File: src/rtl/uart_rx_core_if.sv
// uart_rx_core_if
//   Byte-side bundle of the UART receiver: received byte with valid/ready
//   pop handshake plus the two single-cycle error pulses.
//   rdata     [7:0] received byte, valid while rvalid=1
//   rvalid          byte available
//   rready          consumer pops when rvalid&rready at posedge
//   frame_err       1-cycle pulse, stop bit sampled low
//   overrun         1-cycle pulse, completed byte dropped (storage full)
//   Modports: master = receiver side, slave = consumer side.
interface uart_rx_core_if;
    logic [7:0] rdata;
    logic       rvalid;
    logic       rready;
    logic       frame_err;
    logic       overrun;

    modport master (output rdata, output rvalid, output frame_err, output overrun,
                    input  rready);
    modport slave  (input  rdata, input  rvalid, input  frame_err, input  overrun,
                    output rready);
endinterface

File: src/rtl/uart_rx_core.sv
// uart_rx_core
//   8N1 UART receiver. Synchronises the serial pin, detects the start bit,
//   samples each bit at its middle, checks the stop bit and hands received
//   bytes to the consumer over a valid/ready pop handshake.
//   Ports:
//     clk      system clock
//     reset    synchronous, active-high
//     uart_rx  asynchronous serial line, idle high
//     bus      uart_rx_core_if.master (rdata/rvalid/rready/frame_err/overrun)
//   Parameters:
//     WAIT     clocks per bit (>= 4)
//     DEPTH    FIFO entries (power of 2, >= 2), used only with the macro below
//   Configuration macro: UART_RX_FIFO_EN
//     defined   -> DEPTH-entry circular FIFO between receiver and consumer
//     undefined -> single holding register
module uart_rx_core #(
    parameter int WAIT  = 868,
    parameter int DEPTH = 4
) (
    input  logic             clk,
    input  logic             reset,
    input  logic             uart_rx,
    uart_rx_core_if.master   bus
);
    localparam int CW = $clog2(WAIT);
    localparam logic [CW-1:0] CNT_HALF = CW'(WAIT / 2 - 1);
    localparam logic [CW-1:0] CNT_LAST = CW'(WAIT - 1);

    typedef enum logic [2:0] {IDLE, START, DATA, STOP, BREAK} state_t;

    state_t          state, state_nxt;
    logic [1:0]      sync;
    logic            rx_s;
    logic [CW-1:0]   clk_cnt, clk_cnt_nxt;
    logic [2:0]      bit_cnt, bit_cnt_nxt;
    logic [7:0]      shift, shift_nxt;
    logic            push;
    logic            ferr;
    logic            frame_err_q;
    logic            overrun_q;

    // Two-flop synchroniser; resets to the idle (high) line level.
    always_ff @(posedge clk) begin
        if (reset) sync <= 2'b11;
        else       sync <= {sync[0], uart_rx};
    end
    assign rx_s = sync[1];

    always_ff @(posedge clk) begin
        if (reset) begin
            state       <= IDLE;
            clk_cnt     <= '0;
            bit_cnt     <= '0;
            shift       <= '0;
            frame_err_q <= 1'b0;
        end else begin
            state       <= state_nxt;
            clk_cnt     <= clk_cnt_nxt;
            bit_cnt     <= bit_cnt_nxt;
            shift       <= shift_nxt;
            frame_err_q <= ferr;
        end
    end

    always_comb begin
        state_nxt   = state;
        clk_cnt_nxt = clk_cnt + 1'b1;
        bit_cnt_nxt = bit_cnt;
        shift_nxt   = shift;
        push        = 1'b0;
        ferr        = 1'b0;
        case (state)
            IDLE: begin
                clk_cnt_nxt = '0;
                if (!rx_s) state_nxt = START;
            end
            START: begin
                // Half a bit in: still low means a real start bit, else a glitch.
                if (clk_cnt == CNT_HALF) begin
                    clk_cnt_nxt = '0;
                    bit_cnt_nxt = '0;
                    state_nxt   = rx_s ? IDLE : DATA;
                end
            end
            DATA: begin
                if (clk_cnt == CNT_LAST) begin
                    clk_cnt_nxt = '0;
                    shift_nxt   = {rx_s, shift[7:1]};  // LSB arrives first
                    bit_cnt_nxt = bit_cnt + 3'd1;
                    if (bit_cnt == 3'd7) state_nxt = STOP;
                end
            end
            STOP: begin
                if (clk_cnt == CNT_LAST) begin
                    clk_cnt_nxt = '0;
                    if (rx_s) begin
                        push      = 1'b1;
                        state_nxt = IDLE;
                    end else begin
                        ferr      = 1'b1;
                        state_nxt = BREAK;
                    end
                end
            end
            BREAK: begin
                // A held-low line must return high before a new start is seen.
                clk_cnt_nxt = '0;
                if (rx_s) state_nxt = IDLE;
            end
            default: state_nxt = IDLE;
        endcase
    end

`ifdef UART_RX_FIFO_EN
    localparam int AW = $clog2(DEPTH);

    logic [7:0]  mem [DEPTH];
    logic [AW:0] wr_ptr, rd_ptr;
    logic        empty, full, pop, wr_en;

    // Extra pointer MSB distinguishes full from empty.
    assign empty = (wr_ptr == rd_ptr);
    assign full  = (wr_ptr[AW] != rd_ptr[AW]) && (wr_ptr[AW-1:0] == rd_ptr[AW-1:0]);
    assign pop   = !empty && bus.rready;
    // A pop in the same cycle frees the slot the new byte lands in.
    assign wr_en = push && (!full || pop);

    always_ff @(posedge clk) begin
        if (reset) begin
            wr_ptr    <= '0;
            rd_ptr    <= '0;
            overrun_q <= 1'b0;
            for (int i = 0; i < DEPTH; i++) mem[i] <= '0;
        end else begin
            overrun_q <= push && full && !pop;
            if (wr_en) begin
                mem[wr_ptr[AW-1:0]] <= shift;
                wr_ptr              <= wr_ptr + 1'b1;
            end
            if (pop) rd_ptr <= rd_ptr + 1'b1;
        end
    end

    assign bus.rdata  = mem[rd_ptr[AW-1:0]];
    assign bus.rvalid = !empty;
`else
    logic [7:0] hold;
    logic       hold_vld;
    logic       pop;

    assign pop = hold_vld && bus.rready;

    always_ff @(posedge clk) begin
        if (reset) begin
            hold      <= '0;
            hold_vld  <= 1'b0;
            overrun_q <= 1'b0;
        end else begin
            overrun_q <= push && hold_vld && !pop;
            if (push && (!hold_vld || pop)) begin
                hold     <= shift;
                hold_vld <= 1'b1;
            end else if (pop) begin
                hold_vld <= 1'b0;
            end
        end
    end

    assign bus.rdata  = hold;
    assign bus.rvalid = hold_vld;
`endif

    assign bus.frame_err = frame_err_q;
    assign bus.overrun   = overrun_q;
endmodule

File: src/flat_wrapper.sv
// flat-port wrapper written by rule: the top's interface ports become plain ports
module uart_rx_core_flat 
#(
    parameter int WAIT  = 868,
    parameter int DEPTH = 4
)
  (clk, reset, uart_rx, bus_rdata, bus_rvalid, bus_frame_err, bus_overrun, bus_rready);
  uart_rx_core_if bus_i ();
  input  logic clk;
  input  logic reset;
  input  logic uart_rx;
  output wire logic [$bits(bus_i.rdata)-1:0] bus_rdata;
  output wire logic [$bits(bus_i.rvalid)-1:0] bus_rvalid;
  output wire logic [$bits(bus_i.frame_err)-1:0] bus_frame_err;
  output wire logic [$bits(bus_i.overrun)-1:0] bus_overrun;
  input wire logic [$bits(bus_i.rready)-1:0] bus_rready;
  assign bus_rdata = bus_i.rdata;
  assign bus_rvalid = bus_i.rvalid;
  assign bus_frame_err = bus_i.frame_err;
  assign bus_overrun = bus_i.overrun;
  assign bus_i.rready = bus_rready;
  uart_rx_core #(.WAIT(WAIT), .DEPTH(DEPTH)) u_core (.clk(clk), .reset(reset), .uart_rx(uart_rx), .bus(bus_i));
endmodule
File: config.mk
export PLATFORM = sky130hd
export DESIGN_NAME = uart_rx_core_flat
export DESIGN_NICKNAME = d
export VERILOG_FILES = /design/src/rtl/uart_rx_core_if.sv /design/src/rtl/uart_rx_core.sv /design/src/flat_wrapper.sv
export SDC_FILE = /design/constraint.sdc
export NUM_CORES = 1
export LEC_CHECK = 0
export BUFFER_PORTS_ARGS = -buffer_cell sky130_fd_sc_hd__buf_4
export CAP_MARGIN = 20
export CELL_PAD_IN_SITES_DETAIL_PLACEMENT = 0
export CELL_PAD_IN_SITES_GLOBAL_PLACEMENT = 1
export CORE_AREA = 4 4 78 80
export CTS_CLUSTER_DIAMETER = 100
export DETAILED_ROUTE_END_ITERATION = 8
export DIE_AREA = 0 0 82 84
export MAX_ROUTING_LAYER = met4
export PLACE_DENSITY = 0.58
export SYNTH_ARGS = -nofsm -noshare
export SYNTH_HDL_FRONTEND = slang
export SYNTH_SLANG_ARGS = --single-unit
File: constraint.sdc
create_clock -name clk -period 3.05 [get_ports clk]
set_clock_uncertainty 0.15 [all_clocks]
set_input_delay 0.305 -clock clk [delete_from_list [all_inputs] [get_ports clk]]
set_output_delay 0.305 -clock clk [all_outputs]
set_load 0.05 [all_outputs]
==> impl_results.md, run 1 <==
* Placed insts at 247
* Clock sink count at 37
* # setup viols final at 0
* Clk pin slew, worst setup/hold paths at 0.07 ns
* Remaining antenna violation count at 0
* R2R cell count at 5
* Layout area overhead at 16.6%
* Least-Margin Pin Slew at 0.977 ns
* CP endpoint: u_core.bus.overrun
* Die Width at 82 um
* Number of placement rows at 27
* Crit path buffers/inverters at 0
* Crit path launch type: register
* Starting Density at 0.292
* Detail Placement HPWL at 2190 um
* Proportion of layout cells with a drive suffix above 1 at 0.165
* Most frequent cells in the layout: dfxtp_1 (37), nor2_1 (22), buf_4 (15)
* Top Layer Used: met4
* RR Startpoint: u_core.clk_cnt[0]
* Worst EP arrival at 2.24 ns
* Max-slew violations at 0
* GPL Wtd Cong at 0.750
* Nets@finish at 190
* Fin crit share at 0.716
* Req. time, crit path at 3.10 ns
* Synth Flop Type: dfxtp_1
* I/O pin count at 15
* GRT Total Usage at 0.109
* Sequential-to-total area share from yosys stat at 0.469
* Status: finished clean
* Initial antenna violation count at 0
* CP Depth at 5
* Synth Cell Area at 1580 sq um
* Most common cell after layout, fill and taps aside: dfxtp_1
* H-tree levels at 2
* #FFs+latches synth at 37
* 1st-iter DRT viols at 86
* Maximum vdd drop at 0.000236 V
* Met2 wire len at 1430 um
* Post-Layout Cell Count at 254
* Setup TNS at 0 ns
* Pre-antenna DRT Iters at 4
* Metal-1 WL at 1540 um
* Met3 WL at 126 um
* Max-cap viol count at 0
* Total Power at 910 uW
* Largest net degree at the start of global routing at 31
* Leak pwr at 0.000690 uW
* Cells resized by post-CTS repair at 0
* Yosys warns at 0
* Synth Net Count at 178
* Port bufs at 14
* Synth Instances at 170
* First-pass GRT wire length at 5550 um
* CTS tree: yes
* Vias in the first global route at 1194
* DRC at 0
* Slew headroom at 0.344
* Crit path kind: reg -> reg
* RSZ-0062 raised after global routing: no
* Post-CTS setup buffers at 0
* Hold Violations, Final at 0
* Wire length per cell at 12.4 um
* R2r setup slk at 0.87 ns
* Core Region at 5410 sq um
* Syn_area_per_cell at 9.29 sq um
* Vias at 1211
* Hold/Removal Path Class: in -> reg
* Clk_lat worst skew at 0.28 ns
* Full die area at 6890 sq um
* Post-synth EDFFs at 0
* Final wirelength at 3160 um
* CTS Hold Buffers Added at 0
* Die height at 84 um
* Gr ovfl total at 0
* Cell at the root of the clock tree: clkbuf_8
* Slowest stage delay, CP at 0.81 ns
* Yosys top cell area share at 0.469
* Max stage delay cell, worst path: nor4_2
* FF-to-FF End: u_core.bus.overrun
* Worst-path maximum fanout at 11
* Max Fclk at 0.458 GHz
* CP delay by family, top: simple AND/OR/NAND/NOR gates
* Sequence of cells on the critical path: ha_1 -> nand2_1 -> nor4_2 -> nand3_1 -> nor3_1
* ANT cells at 0
* Dominant cell type by area after synthesis: dfxtp_1
* Crit end category: register
* Crit. Startpoint: u_core.clk_cnt[0]
* Fraction of registers with async set/reset at 0
* Synth top area cells: dfxtp_1 (47%), nor2_1 (5.2%), mux2i_1 (5.1%)
* CTS max path bufs at 2
* Via-per-instance ratio at 4.77
* Final Critical Period at 2.18 ns
* Unique cell type count in the Yosys netlist at 40
* Pwr/cell area at 495 nW/um^2
* CTS Buf Count at 5
[power breakdown]
part | leakage [uW] | switching (uW) | internal, uW
registers | 0.000299 | 3.16 | 485
clock network | 0.0000540 | 165 | 238
logic | 0.000337 | 12.7 | 7.02
[worst min path at each step]
stage | from | slack (ns) | to | depth (start not counted)
6_report | uart_rx | 0.05 | u_core.sync[0] | 2
5_1_grt | uart_rx | 0.04 | u_core.sync[0] | 2
4_1_cts | uart_rx | 0.04 | u_core.sync[0] | 2
3_5_place_dp | u_core.sync[0] | 0.24 | u_core.sync[1] | 1
3_3_place_gp | u_core.sync[0] | 0.25 | u_core.sync[1] | 1
2_1_floorplan | u_core.sync[0] | 0.24 | u_core.sync[1] | 1
[metal layers]
layer,vias up,GRT usage
met4,0,0.0544
met3,4,0.0356
met1,568,0.136
li1,623,-
met2,16,0.154
met5,-,-
[flip-flops by register name, summed over array words and instances, names as in the netlist]
name and count:
u_core.bit_cnt 3, u_core.shift 8, u_core.bus.overrun 1, u_core.bus.rvalid 1, u_core.sync 2, u_core.clk_cnt 10
u_core.state 3, u_core.bus.frame_err 1, u_core.bus.rdata 8
[cell families (layout without fill, tap and decap cells)]
logic type	count (synthesis)	count (layout)	share of synthesized area
xor gates and xnor gates	8	8	0.0444
and+or+nand+nor	68	68	0.246
buffers and inverters	15	27	0.0404
adders and majority gates	4	4	0.0317
muxes	8	8	0.0507
DFF	37	37	0.469
AOI/OAI and AO/OA	30	30	0.118
[cells in the mapped netlist (4+ instances only)]
cell,count
ha_1,4
a21oi_1,10
inv_1,5
nand2_1,4
nand2b_1,4
nor2_1,22
dfxtp_1,37
clkbuf_1,4
xor2_1,5
nand3_1,12
o21ai_1,8
nand4_1,4
mux2i_1,8
buf_2,6
[metrics by stage]
stage	instance area, sq um	hold slack (ns)	setup WS (ns)	util
after floorplan	1580	0.239	1.24	-
after global placement	1740	0.248	0.943	0.321
after detailed placement	1740	0.244	0.863	0.321
after CTS	1840	0.0438	0.838	0.341
after global routing	1840	0.0432	0.587	0.341
final	1840	0.0532	0.866	0.341
[area by class of cell]
cell class,count,area [sq um]
Tap cell,72,90.1
Sequential cell,37,741
Timing Repair Buffer,15,113
Clock inverter,2,35.0
Inverter,5,18.8
Clock buffer,5,68.8
Fill cell,584,3560
Multi-Input combinational cell,118,774
(Power assumes the default switching activity.)
==> run 2, diff against run 1 <==
--- a/config.mk
+++ b/config.mk
@@ -14,7 +14,7 @@
 export DETAILED_ROUTE_END_ITERATION = 8
 export DIE_AREA = 0 0 82 84
 export MAX_ROUTING_LAYER = met4
-export PLACE_DENSITY = 0.58
+export PLACE_DENSITY = 0.6
 export SYNTH_ARGS = -nofsm -noshare
 export SYNTH_HDL_FRONTEND = slang
 export SYNTH_SLANG_ARGS = --single-unit
==> constraint.sdc (replaced) <==
create_clock -name clk -period 1.96 [get_ports clk]
set_clock_uncertainty 0.15 [all_clocks]
set_input_delay 0.196 -clock clk [delete_from_list [all_inputs] [get_ports clk]]
set_output_delay 0.196 -clock clk [all_outputs]
set_load 0.05 [all_outputs]
==> run 2 against run 1 <==
Compared with the run above:
- first-iteration DRC count shrank 38%
- combinational power rose by 94%
- sequential cell count unchanged
- total power rose by 72%
- largest cell class unchanged
==> impl_results.md, run 2 (synthesis gave the netlist of run 1 again) <==
* Status: finished clean
* RSZ-0062 raised after global routing: no
* Post-Layout Cell Count at 270 (+6.3%)
* Max-slew violations at 0 (unchanged)
* Max Fclk at 0.543 GHz (+18%)
* Pwr/cell area at 784 nW/um^2 (+59%)
* Max-cap viol count at 0 (unchanged)
* Crit path kind: reg -> reg
* Detail Placement HPWL at 2430 um (+11%)
* Most frequent cells in the layout: dfxtp_1 (37), buf_4 (29), nor2_1 (22)
* Clock sink count at 37 (unchanged)
* Filler cell count at 559 (-4.3%)
* Nets@finish at 205 (+7.9%)
* Placed insts at 261 (+5.7%)
* Wire length per cell at 12.3 um (-1.0%)
* Most common cell after layout, fill and taps aside: dfxtp_1
* Least-Margin Pin Slew at 0.373 ns (-0.603 ns)
* H-tree levels at 2 (unchanged)
* Post-CTS setup buffers at 0 (unchanged)
* Remaining antenna violation count at 0 (unchanged)
* Leak pwr at 0.000784 uW (+14%)
* Port bufs at 14 (unchanged)
* Number of placement rows at 27 (unchanged)
* CTS max path bufs at 2 (unchanged)
* Worst setup margin at 0.117 ns (-0.749 ns)
* Die Width at 82 um (unchanged)
* Hold/Removal Path Class: in -> reg
* Starting Density at 0.292 (unchanged)
* Fin crit share at 0.940 (+0.224)
* Crit path launch type: register
* Cell at the root of the clock tree: clkbuf_8
* Crit end category: register
* Core Region at 5410 sq um (unchanged)
* Largest net degree at the start of global routing at 31 (unchanged)
* Slew headroom at 0.749 (+0.406)
* # setup viols final at 0 (unchanged)
* Worst-path maximum fanout at 9 (-2)
* CTS tree: yes
* Maximum vdd drop at 0.000353 V (+50%)
* Worst EP arrival at 1.90 ns (-0.34 ns)
* I/O pin count at 15 (unchanged)
* Vias at 1262 (+4.2%)
* Gr ovfl total at 0 (unchanged)
* Setup TNS at 0 ns (unchanged)
* First-pass GRT wire length at 5690 um (+2.5%)
* Reg with most FFs: u_core.clk_cnt
* Full die area at 6890 sq um (unchanged)
* Pre-antenna DRT Iters at 4 (unchanged)
* 1st-iter DRT viols at 53 (-38%)
* Req. time, crit path at 2.01 ns (-1.09 ns)
* Clk pin slew, worst setup/hold paths at 0.07 ns (about the same)
* Total Power at 1570 uW (+72%)
* Hold Violations, Final at 0 (unchanged)
* Clk_lat worst skew at 0.28 ns (about the same)
* Vias in the first global route at 1237 (+3.6%)
* Proportion of layout cells with a drive suffix above 1 at 0.237 (+0.0725)
* GRT Total Usage at 0.109 (+0.000346)
* CTS Buf Count at 5 (unchanged)
* Via-per-instance ratio at 4.67 (-2.0%)
* Final Critical Period at 1.84 ns (-0.341 ns)
* Final wirelength at 3320 um (+5.2%)
* Max FFs per register at 10 (unchanged)
* Die height at 84 um (unchanged)
* Final core occ at 0.370 (+0.0299)
* Initial antenna violation count at 0 (unchanged)
* Setup Slack @ Placement at 0.0441 ns (-0.819 ns)
* ANT cells at 0 (unchanged)
* GPL Wtd Cong at 0.790 (+5.3%)
* DRC at 0 (unchanged)
* Layout area overhead at 26.8%
[run 2: cell types whose count changed in the layout (fill, tap and decap cells not counted)]
cell / delta
buf_4: +14
dlygate4sd3_1: +1
or4_1: -1
o31ai_4: +1
bufinv_16: +1
or4_4: +1
o31ai_2: -1
or4b_1: -1
or4b_4: +1
[run 2: cell type report]
type / instances / area, sq um / area share
multi-input cells: 118 / 791 / 0.395
repair buffers: 30 / 228 / 0.114
inverters: 5 / 18.8 / 0.00938
clock buffers: 5 / 68.8 / 0.0344
well taps: 72 / 90.1 / 0.0450
clock inverters: 3 / 65.1 / 0.0325
flip-flops and latches: 37 / 741 / 0.370
[run 2: worst paths after layout]
kind | cells after the start | from | slack [ns] | end
worst max-delay path | 7 | u_core.clk_cnt[0] | 0.12 | u_core.bit_cnt[0]
worst min-delay path | 3 | bus_rready | 0.1 | u_core.bus.overrun
worst max register to register | 7 | u_core.clk_cnt[0] | 0.12 | u_core.bit_cnt[0]
worst min register to register | 1 | u_core.sync[0] | 0.26 | u_core.sync[1]
[run 2: routing by layer]
metal	routed length (um)	track usage
met3	135	0.0324
met1	1520	0.131
met4	51	0.0363
met2	1620	0.172
met5	0	-
[run 2: timing repair]
item,in CTS,in global routing
hold endpoints to repair,1,0
hold buffers,1,0
setup endpoints to repair,0,5
resized for setup,0,3
[run 2: through the flow]
stage / instance area, sq um / hold WS, ns
after detailed placement: 1840 / 0.236
final: 2000 / 0.0958
after CTS: 1990 / 0.0930
after global routing: 2000 / 0.100
after floorplan: 1580 / 0.150
after global placement: 1840 / 0.237
[run 2: where the power goes]
part | switching [uW] | internal (uW) | total (uW)
registers | 2.73 | 755 | 758
logic | 23.1 | 15.1 | 38.2
clock network | 268 | 505 | 773
total | 294 | 1280 | 1570
[run 2: critical path: stages (launching register included)]
cell and delay, ns:
dfxtp_1 0.33, ha_1 0.22, buf_4 0.15, and2_1 0.16
nand4_1 0.17, buf_4 0.25, o31ai_4 0.11, a211oi_1 0.22
